[src/rtl/cell_pos_reader_pkg.sv]
// Shared definitions for the cell position reader: FSM state encoding and
// the layout of the particle-count word stored at cell memory address 0.
package cell_pos_reader_pkg;

    typedef enum logic [2:0] {
        IDLE     = 3'd0,
        CNT_REQ  = 3'd1,
        CNT_WAIT = 3'd2,
        STREAM   = 3'd3,
        DRAIN    = 3'd4
    } state_e;

    // The particle count is the low ADDR_WIDTH bits of word 0, starting at this bit.
    localparam int COUNT_LSB = 0;

endpackage

[src/rtl/cell_pos_fifo.sv]
// Synchronous show-ahead FIFO holding {last, index, data} entries for the
// reader's valid/ready output port. DEPTH must be a power of two.
module cell_pos_fifo #(
    parameter int WIDTH = 105,
    parameter int DEPTH = 4,
    localparam int PTR_W = $clog2(DEPTH),
    localparam int CNT_W = $clog2(DEPTH) + 1
) (
    input  logic             clk,
    input  logic             rst_n,
    input  logic             push_i,
    input  logic [WIDTH-1:0] data_i,
    input  logic             pop_i,
    output logic [WIDTH-1:0] data_o,
    output logic [CNT_W-1:0] count_o,
    output logic             full_o,
    output logic             empty_o
);

    logic [WIDTH-1:0] store_q [DEPTH];
    logic [PTR_W-1:0] wrPtr_q, rdPtr_q;
    logic [CNT_W-1:0] count_q;
    logic             doPush, doPop;

    assign doPush = push_i && (!full_o || pop_i);
    assign doPop  = pop_i && !empty_o;

    always_ff @(posedge clk) begin
        if (!rst_n) begin
            wrPtr_q <= '0;
            rdPtr_q <= '0;
            count_q <= '0;
        end else begin
            if (doPush) wrPtr_q <= wrPtr_q + PTR_W'(1);
            if (doPop)  rdPtr_q <= rdPtr_q + PTR_W'(1);
            count_q <= count_q + CNT_W'(doPush) - CNT_W'(doPop);
        end
    end

    // Storage needs no reset; the occupancy count alone decides what is valid.
    always_ff @(posedge clk) begin
        if (doPush) store_q[wrPtr_q] <= data_i;
    end

    assign data_o  = store_q[rdPtr_q];
    assign count_o = count_q;
    assign full_o  = (count_q == CNT_W'(DEPTH));
    assign empty_o = (count_q == '0);

endmodule

[src/rtl/cell_pos_reader.sv]
// Reads a cell's particle count from address 0, then streams particles 1..N
// out of the cell memory through a credit-limited FIFO to a valid/ready port.
module cell_pos_reader
    import cell_pos_reader_pkg::*;
#(
    parameter int DATA_WIDTH   = 96,
    parameter int ADDR_WIDTH   = 8,
    parameter int PARTICLE_NUM = 220,
    parameter int FIFO_DEPTH   = 4,
    parameter int READ_LATENCY = 2
) (
    input  logic                  clk,
    input  logic                  rst_n,
    input  logic                  start,
    output logic                  busy,
    output logic                  done,
    output logic [ADDR_WIDTH-1:0] mem_address,
    output logic                  mem_rden,
    output logic                  mem_wren,
    output logic [DATA_WIDTH-1:0] mem_data,
    input  logic [DATA_WIDTH-1:0] mem_q,
    output logic                  out_valid,
    input  logic                  out_ready,
    output logic [DATA_WIDTH-1:0] out_data,
    output logic [ADDR_WIDTH-1:0] out_index,
    output logic                  out_last
);

    localparam int ENTRY_W = DATA_WIDTH + ADDR_WIDTH + 1;
    localparam int CNT_W   = $clog2(FIFO_DEPTH) + 1;
    localparam int OCC_W   = $clog2(FIFO_DEPTH + READ_LATENCY + 2) + 1;
    localparam logic [ADDR_WIDTH-1:0] MAX_N = ADDR_WIDTH'(PARTICLE_NUM - 1);

    state_e                  state_q, state_d;
    logic [ADDR_WIDTH-1:0]   n_q, n_d;
    logic [ADDR_WIDTH-1:0]   nextAddr_q, nextAddr_d;
    logic [ADDR_WIDTH-1:0]   addr_q, addr_d;
    logic                    rden_q, rden_d;
    logic [READ_LATENCY-1:0] tagValid_q;
    logic [ADDR_WIDTH-1:0]   tagAddr_q [READ_LATENCY];

    logic                    retValid, countHit, pushEn, popEn, canIssue, readsIdle;
    logic [ADDR_WIDTH-1:0]   retAddr, rawN, clampedN;
    logic [OCC_W-1:0]        occupancy;
    logic [ENTRY_W-1:0]      pushEntry, headEntry;
    logic [CNT_W-1:0]        fifoCount;
    logic                    fifoFull, fifoEmpty;

    assign retValid  = tagValid_q[READ_LATENCY-1];
    assign retAddr   = tagAddr_q[READ_LATENCY-1];
    assign countHit  = retValid && (retAddr == '0);
    assign pushEn    = retValid && (retAddr != '0);
    assign popEn     = out_valid && out_ready;
    assign rawN      = mem_q[COUNT_LSB +: ADDR_WIDTH];
    assign clampedN  = (rawN > MAX_N) ? MAX_N : rawN;
    assign readsIdle = !rden_q && (tagValid_q == '0);
    assign pushEntry = {(retAddr == n_q), retAddr, mem_q};

    // Credits count the entry leaving this cycle as freed, so a full-rate
    // stream keeps one entry buffered plus the reads still in the pipe.
    always_comb begin
        occupancy = OCC_W'(fifoCount) - OCC_W'(popEn) + OCC_W'(rden_q);
        for (int i = 0; i < READ_LATENCY; i++) begin
            occupancy = occupancy + OCC_W'(tagValid_q[i]);
        end
    end

    assign canIssue = !fifoFull && (occupancy < OCC_W'(FIFO_DEPTH));

    always_ff @(posedge clk) begin
        if (!rst_n) begin
            state_q    <= IDLE;
            n_q        <= '0;
            nextAddr_q <= '0;
            addr_q     <= '0;
            rden_q     <= 1'b0;
            tagValid_q <= '0;
            for (int i = 0; i < READ_LATENCY; i++) tagAddr_q[i] <= '0;
        end else begin
            state_q       <= state_d;
            n_q           <= n_d;
            nextAddr_q    <= nextAddr_d;
            addr_q        <= addr_d;
            rden_q        <= rden_d;
            tagValid_q[0] <= rden_q;
            tagAddr_q[0]  <= addr_q;
            for (int i = 1; i < READ_LATENCY; i++) begin
                tagValid_q[i] <= tagValid_q[i-1];
                tagAddr_q[i]  <= tagAddr_q[i-1];
            end
        end
    end

    always_comb begin
        state_d    = state_q;
        n_d        = n_q;
        nextAddr_d = nextAddr_q;
        addr_d     = addr_q;
        rden_d     = 1'b0;
        done       = 1'b0;
        case (state_q)
            IDLE: begin
                if (start) begin
                    state_d = CNT_REQ;
                    rden_d  = 1'b1;
                    addr_d  = '0;
                end
            end
            CNT_REQ: state_d = CNT_WAIT;
            CNT_WAIT: begin
                if (countHit) begin
                    n_d = clampedN;
                    if (clampedN == '0) begin
                        done    = 1'b1;
                        state_d = IDLE;
                    end else begin
                        // Issue address 1 straight away to save a cycle of first-data latency.
                        state_d    = STREAM;
                        nextAddr_d = ADDR_WIDTH'(1);
                        if (canIssue) begin
                            rden_d     = 1'b1;
                            addr_d     = ADDR_WIDTH'(1);
                            nextAddr_d = ADDR_WIDTH'(2);
                            if (clampedN == ADDR_WIDTH'(1)) state_d = DRAIN;
                        end
                    end
                end
            end
            STREAM: begin
                if (canIssue) begin
                    rden_d     = 1'b1;
                    addr_d     = nextAddr_q;
                    nextAddr_d = nextAddr_q + ADDR_WIDTH'(1);
                    if (nextAddr_q == n_q) state_d = DRAIN;
                end
            end
            DRAIN: begin
                if (readsIdle && fifoEmpty) begin
                    done    = 1'b1;
                    state_d = IDLE;
                end
            end
            default: state_d = IDLE;
        endcase
    end

    cell_pos_fifo #(
        .WIDTH(ENTRY_W),
        .DEPTH(FIFO_DEPTH)
    ) u_fifo (
        .clk    (clk),
        .rst_n  (rst_n),
        .push_i (pushEn),
        .data_i (pushEntry),
        .pop_i  (popEn),
        .data_o (headEntry),
        .count_o(fifoCount),
        .full_o (fifoFull),
        .empty_o(fifoEmpty)
    );

    assign out_valid = !fifoEmpty;
    assign {out_last, out_index, out_data} = out_valid ? headEntry : '0;

    assign busy        = (state_q != IDLE);
    assign mem_address = addr_q;
    assign mem_rden    = rden_q;
    assign mem_wren    = 1'b0;
    assign mem_data    = '0;

endmodule

[config.mk]
export PLATFORM = sky130hd
export DESIGN_NAME = cell_pos_reader
export DESIGN_NICKNAME = d
export VERILOG_FILES = /design/src/rtl/cell_pos_reader_pkg.sv /design/src/rtl/cell_pos_fifo.sv /design/src/rtl/cell_pos_reader.sv
export SDC_FILE = /design/constraint.sdc
export NUM_CORES = 1
export LEC_CHECK = 0
export ABC_AREA = 1
export CAP_MARGIN = 10
export CORE_UTILIZATION = 35
export CTS_CLUSTER_SIZE = 14
export DETAILED_ROUTE_END_ITERATION = 10
export GPL_ROUTABILITY_DRIVEN = 0
export HOLD_SLACK_MARGIN = 0.06
export PLACE_DENSITY_LB_ADDON = 0.15
export SKIP_CTS_REPAIR_TIMING = 1
export SYNTH_ARGS = -nofsm -noshare
export SYNTH_HDL_FRONTEND = slang
export SYNTH_SLANG_ARGS = --single-unit
[constraint.sdc]
create_clock -name clk -period 8.91 [get_ports clk]
set_input_delay 0.891 -clock clk [delete_from_list [all_inputs] [get_ports clk]]
set_output_delay 0.891 -clock clk [all_outputs]
set_load 0.01 [all_outputs]
## Yosys cells after proc, flatten, opt, wreduce, memory -nomap -nowiden

Memory sizes are Yosys's and may differ from the RTL's. A register that Yosys moved wholly into a read port is not among the register bits.
Index checks and enable logic that the tools add are counted.

| word-level totals | value |
|---|---|
| bits in registers | 37 |
| bits in writable memories | 436 |
| bits of input ports | 100 |
| memories kept | 2 |

Memories:

| memory | words | bits a word | rd ports | clocked after memory_dff | wr ports | line | text |
|---|---|---|---|---|---|---|---|
| u_fifo.store_q | 4 | 105 | 1 | 1 | 1 | cell_pos_fifo.sv:20 | `logic [WIDTH-1:0] store_q [DEPTH];` |
| tagAddr_q | 2 | 8 | 2 | 0 | 2 | cell_pos_reader.sv:40 | `logic [ADDR_WIDTH-1:0] tagAddr_q [READ_LATENCY];` |

| operators by class | value |
|---|---|
| $add $sub $neg | 9 |
| $lt $le $gt $ge | 2 |
| equal/unequal tests | 15 |
| mux-type cells | 39 |
| bitwise logic cells | 2 |
| reduce and logical (&&, ||, !) cells | 25 |

Operators with widths:

| cell | count |
|---|---|
| $mux 105 | 1 |
| $mux 8 | 11 |
| $mux 3 | 8 |
| $pmux 8 s3 | 1 |
| $eq 8x8->1 | 2 |
| $logic_not 8->1 | 2 |
| $pmux 8 s2 | 1 |
| $pmux 3 s5 | 1 |
| $ne 2x2->1 const B | 7 |
| $add 4x1->4 | 3 |
| $mux 1 | 11 |
| $add 8x1->8 const B | 1 |
| $eq 8x1->1 const B | 1 |
| $gt 8x8->1 const B | 1 |
| $logic_and 1x1->1 | 8 |
| $reduce_bool 8->1 | 1 |
| $eq 3x2->1 const B | 2 |
| $eq 3x3->1 const B | 2 |
| $logic_not 3->1 | 2 |
| $mux 2 | 3 |
| $reduce_and 6->1 | 1 |
| $reduce_bool 3->1 | 2 |
| $reduce_and 5->1 | 1 |
| $add 2x1->2 const B | 2 |
| other kinds (14) | 17 |

## Longest topological paths before layout

| depth | value |
|---|---|
| depth after elaboration | 13 |
| gate-level depth with buffers | 20 |

## Hierarchy

Synthesis repeated with hierarchy kept, for this count alone.

| second synthesis, totals | value |
|---|---|
| cells, all modules | 1757 |
| area total of the unflattened synthesis | 20191.9 µm² |

By module, submodules not included:

| module | times used | cells each | area an instance (µm²) | seq. area each (µm²) |
|---|---|---|---|---|
| cell_pos_fifo | 1 | 1086 | 16140.5 | 12792.3 |
| cell_pos_reader | 1 | 671 | 4051.4 | 920.9 |

## Worst setup path before layout

No wires, ideal clock.

| timing | value |
|---|---|
| path type | input-to-reg |
| start point | input port out_ready |
| end point | memory u_fifo.store_q[0][0] (enable) |
| data arrival time | 5642 ps |
| required time | 8340 ps |
| path slack | 2698 ps |
| stages | 4 |
| path buffers | 0 |
| cell sequence | o21ai_0 > nor2_1 > inv_1 > nor2_1 |

| on the way | value |
|---|---|
| word-level cells in the longest chain between the ends | 5 |

Ends and longest elaborated chain:

| item | line | text |
|---|---|---|
| start, declared | cell_pos_reader.sv:23 | `input logic out_ready,` |
| $logic_and 1x1->1 | cell_pos_reader.sv:53 | `assign popEn = out_valid && out_ready;` |
| $logic_or 1x1->1 | cell_pos_fifo.sv:25 | `assign doPush = push_i && (!full_o \|\| pop_i);` |
| $logic_and 1x1->1 | cell_pos_fifo.sv:25 |  |
| named net u_fifo.doPush | cell_pos_fifo.sv:23 | `logic doPush, doPop;` |
| $mux 1 | cell_pos_fifo.sv:42 | `if (doPush) store_q[wrPtr_q] <= data_i;` |
| $mux 1 (not written as such) | cell_pos_fifo.sv:42 |  |
| end, declared | cell_pos_fifo.sv:20 |  |

The timed path passes the listed nets, and every way through them passes these cells.

## Worst setup path after layout

| timing | value |
|---|---|
| start point | register u_fifo.count_q[0] (netlist: u_fifo.count_o[0]) |
| end point | output port out_data[61] |

| on the way | value |
|---|---|
| word-level cells in the longest chain between the ends | 2 |

Ends and longest elaborated chain:

| item | line | text |
|---|---|---|
| start, declared | cell_pos_fifo.sv:22 | `logic [CNT_W-1:0] count_q;` |
| start signal, assigned | cell_pos_fifo.sv:36 | `count_q <= count_q + CNT_W'(doPush) - CNT_W'(doPop);` |
| $logic_not 3->1 | cell_pos_fifo.sv:48 | `assign empty_o = (count_q == '0);` |
| $mux 105 | cell_pos_reader.sv:163 | `assign {out_last, out_index, out_data} = out_valid ? headEntry : '0;` |
| end, declared | cell_pos_reader.sv:24 | `output logic [DATA_WIDTH-1:0] out_data,` |

Every way passes these cells.

==> run metrics <==
number of nets in the layout=around 2,000; post-route cell area=0.0238 mm²; WL per Instance=17.8 µm; Crit Path Category=reg2out; Vias=12,681; top cell type's share of synthesized area=0.643; Design Power=6500 µW; sum of negative setup slack=0 ns; Final Core Density=0.430; Worst EP required=8.02 ns; wire length after detailed routing=~48,000 µm; drt first pass iters=5; H-tree depth=2; unrepaired setup endpoints after global routing=false; via-per-instance ratio=4.67; antenna violations before repair=1; r2r setup slk=5.66 ns; Unique masters post-synth=34; Worst-path clk slew=approximately 0.060 ns; Most used DFF post-synth=edfxtp_1; cells after synthesis=1,730; proportion of layout cells with a drive suffix above 1=0.0554; endpoints failing setup=0; Post-DP HPWL=around 26,000 µm; Leak=0.00833 µW; crit share post-route=0.511; sequential share of the synthesized area=0.699; Placement Rows=86; register bit total from synthesis=475; Slew Viols, Final=0; Post-synth EDFFs=420; grt ovf=0; worst skew pair latency=between 0.5 and 0.6 ns; Synth area leader=edfxtp_1; final hold viol count=0; Total GRT Usage=0.167; Hold Path Class=reg2reg; crit path max fanout=65; CTS Buf Count=52; vias in the first global route=12,245; VDD IR max=about 0.15 mV; startpoint types=register; clock period minus worst slack=4.55 ns; final std cells w/o fill=2,717; top cells by area, synth=edfxtp_1 (64%), nor2_1 (9.0%), o21ai_0 (5.6%); Placed Area=0.0221 mm²; list of most frequent post-synthesis cells=nor2_1 (469), edfxtp_1 (420), o21ai_0 (221); FFs w/ async S/R, synth=0; Starting Density=0.355; Worst slew margin=0.256; Worst Tran Pin Value=1.12 ns; Inst Count DP=2,621; CP endpoint kind=output pin; Max-Cap Viols=0; Layout area overhead=21.1%; global-route wire length before repair=72,400 µm; CP arrival=3.66 ns; Max Buffers Root-to-Sink=3; fmax=0.220 GHz; status=completed; pwr/cell area=274 mW/mm²; Detail Route Antenna Nets=0; Post-route DRC=0; clk sinks=roughly 480; die width=between 200 and 250 µm; top-count cell post-synth=nor2_1; clock root buffer=clkbuf_16; Die Height=between 200 and 250 µm; initial DRC count=612; Synth Area per Inst=11.3 µm²; core box area=0.0552 mm²; Mapped Area=a little under 0.02 mm²; Die Footprint=roughly 0.057 mm²; final clock skew=between 0.01 and 0.015 ns; I/O Buffers=216; largest net degree at the start of global routing=106; Syn. warnings=0; # IOs=314; CTS tree=yes
==> metrics by stage <==
stage	hold WS (ns)	setup slack (ns)
6_report	0.415	4.36
3_3_place_gp	0.398	4.69
3_5_place_dp	0.401	4.76
5_1_grt	0.443	4.08
2_1_floorplan	0.386	2.70
4_1_cts	0.414	4.20
==> final cells by class <==
cell class | count | area (µm²)
fillers | 5203 | 31400
flip-flops and latches | 475 | 13700
multi-input cells | 1096 | 4930
repair buffers | 231 | 2270
clock buffers | 64 | 1370
well taps | 748 | 936
inverters | 71 | 280
clock inverters | 31 | 246
diodes | 1 | 2.50
==> registers in the layout, indices dropped and copies added, names as in the netlist, named ones only <==
name,flops
u_fifo.rdPtr_q,2
tagAddr_q,16
tagValid_q,2
u_fifo.wrPtr_q,2
u_fifo.count_o,3
mem_address,8
n_q,8
state_q,3
nextAddr_q,8
mem_rden,1
u_fifo.store_q,420
==> cells in the final DEF, fill, tap and decap left out, types with 9 or more instances in the layout <==
cell,netlist,routed
dfxtp_1,55,53
nand3_1,9,9
o21ai_0,221,221
clkbuf_1,48,11
edfxtp_1,420,420
inv_1,62,62
conb_1,1,97
a21oi_1,126,126
xnor2_1,13,13
clkbuf_16,0,53
o21ai_1,9,9
nand2_1,110,110
buf_4,98,15
clkinv_1,2,15
ha_1,12,12
clkdlybuf4s50_1,0,216
nor2_1,469,465
clkinv_2,0,9
==> report_power, final <==
part | switching [µW] | internal (µW)
registers | 66.8 | 2450
logic | 1160 | 778
clock network | 854 | 1200
total | 2080 | 4430
==> routing by layer <==
layer  vias up  share of wire  track usage
met3        69          0.039       0.0261
met2       276           0.49        0.283
li1       6141              -            -
met1      6195           0.44        0.218
met4         0          0.024       0.0556
met5         -              0            0
==> critical path, stage by stage (launching register included) <==
cell and delay (ns):
dfxtp_1 0.37, inv_1 0.09, nand3_1 0.23, clkinv_2 0.65, buf_4 0.65, a21oi_1 0.38, clkdlybuf4s50_1 0.60
==> worst paths after layout <==
| kind | start | endpoint | cells after the start |
|---|---|---|---|
| max reg2reg | tagAddr_q[0][12] | u_fifo.store_q[1][48] | 8 |
| min reg2reg | tagAddr_q[0][1] | tagAddr_q[0][9] | 2 |
| min | tagAddr_q[0][1] | tagAddr_q[0][9] | 2 |
| max | u_fifo.count_o[0] | out_data[61] | 6 |
==> logic make-up (layout without fill, tap and decap cells) <==
kind of cell / count (synthesis) / after routing / share of synthesized area
other: 1 / 98 / 0.000191
AND/OR/NAND/NOR: 606 / 606 / 0.121
AO/OA/AOI/OAI: 365 / 365 / 0.0944
adder cells (fa/ha/maj): 14 / 14 / 0.00970
flip-flops: 475 / 475 / 0.699
XOR/XNOR: 14 / 14 / 0.00625
buffers and inverters: 255 / 397 / 0.0692
(Power assumes the default switching activity.)
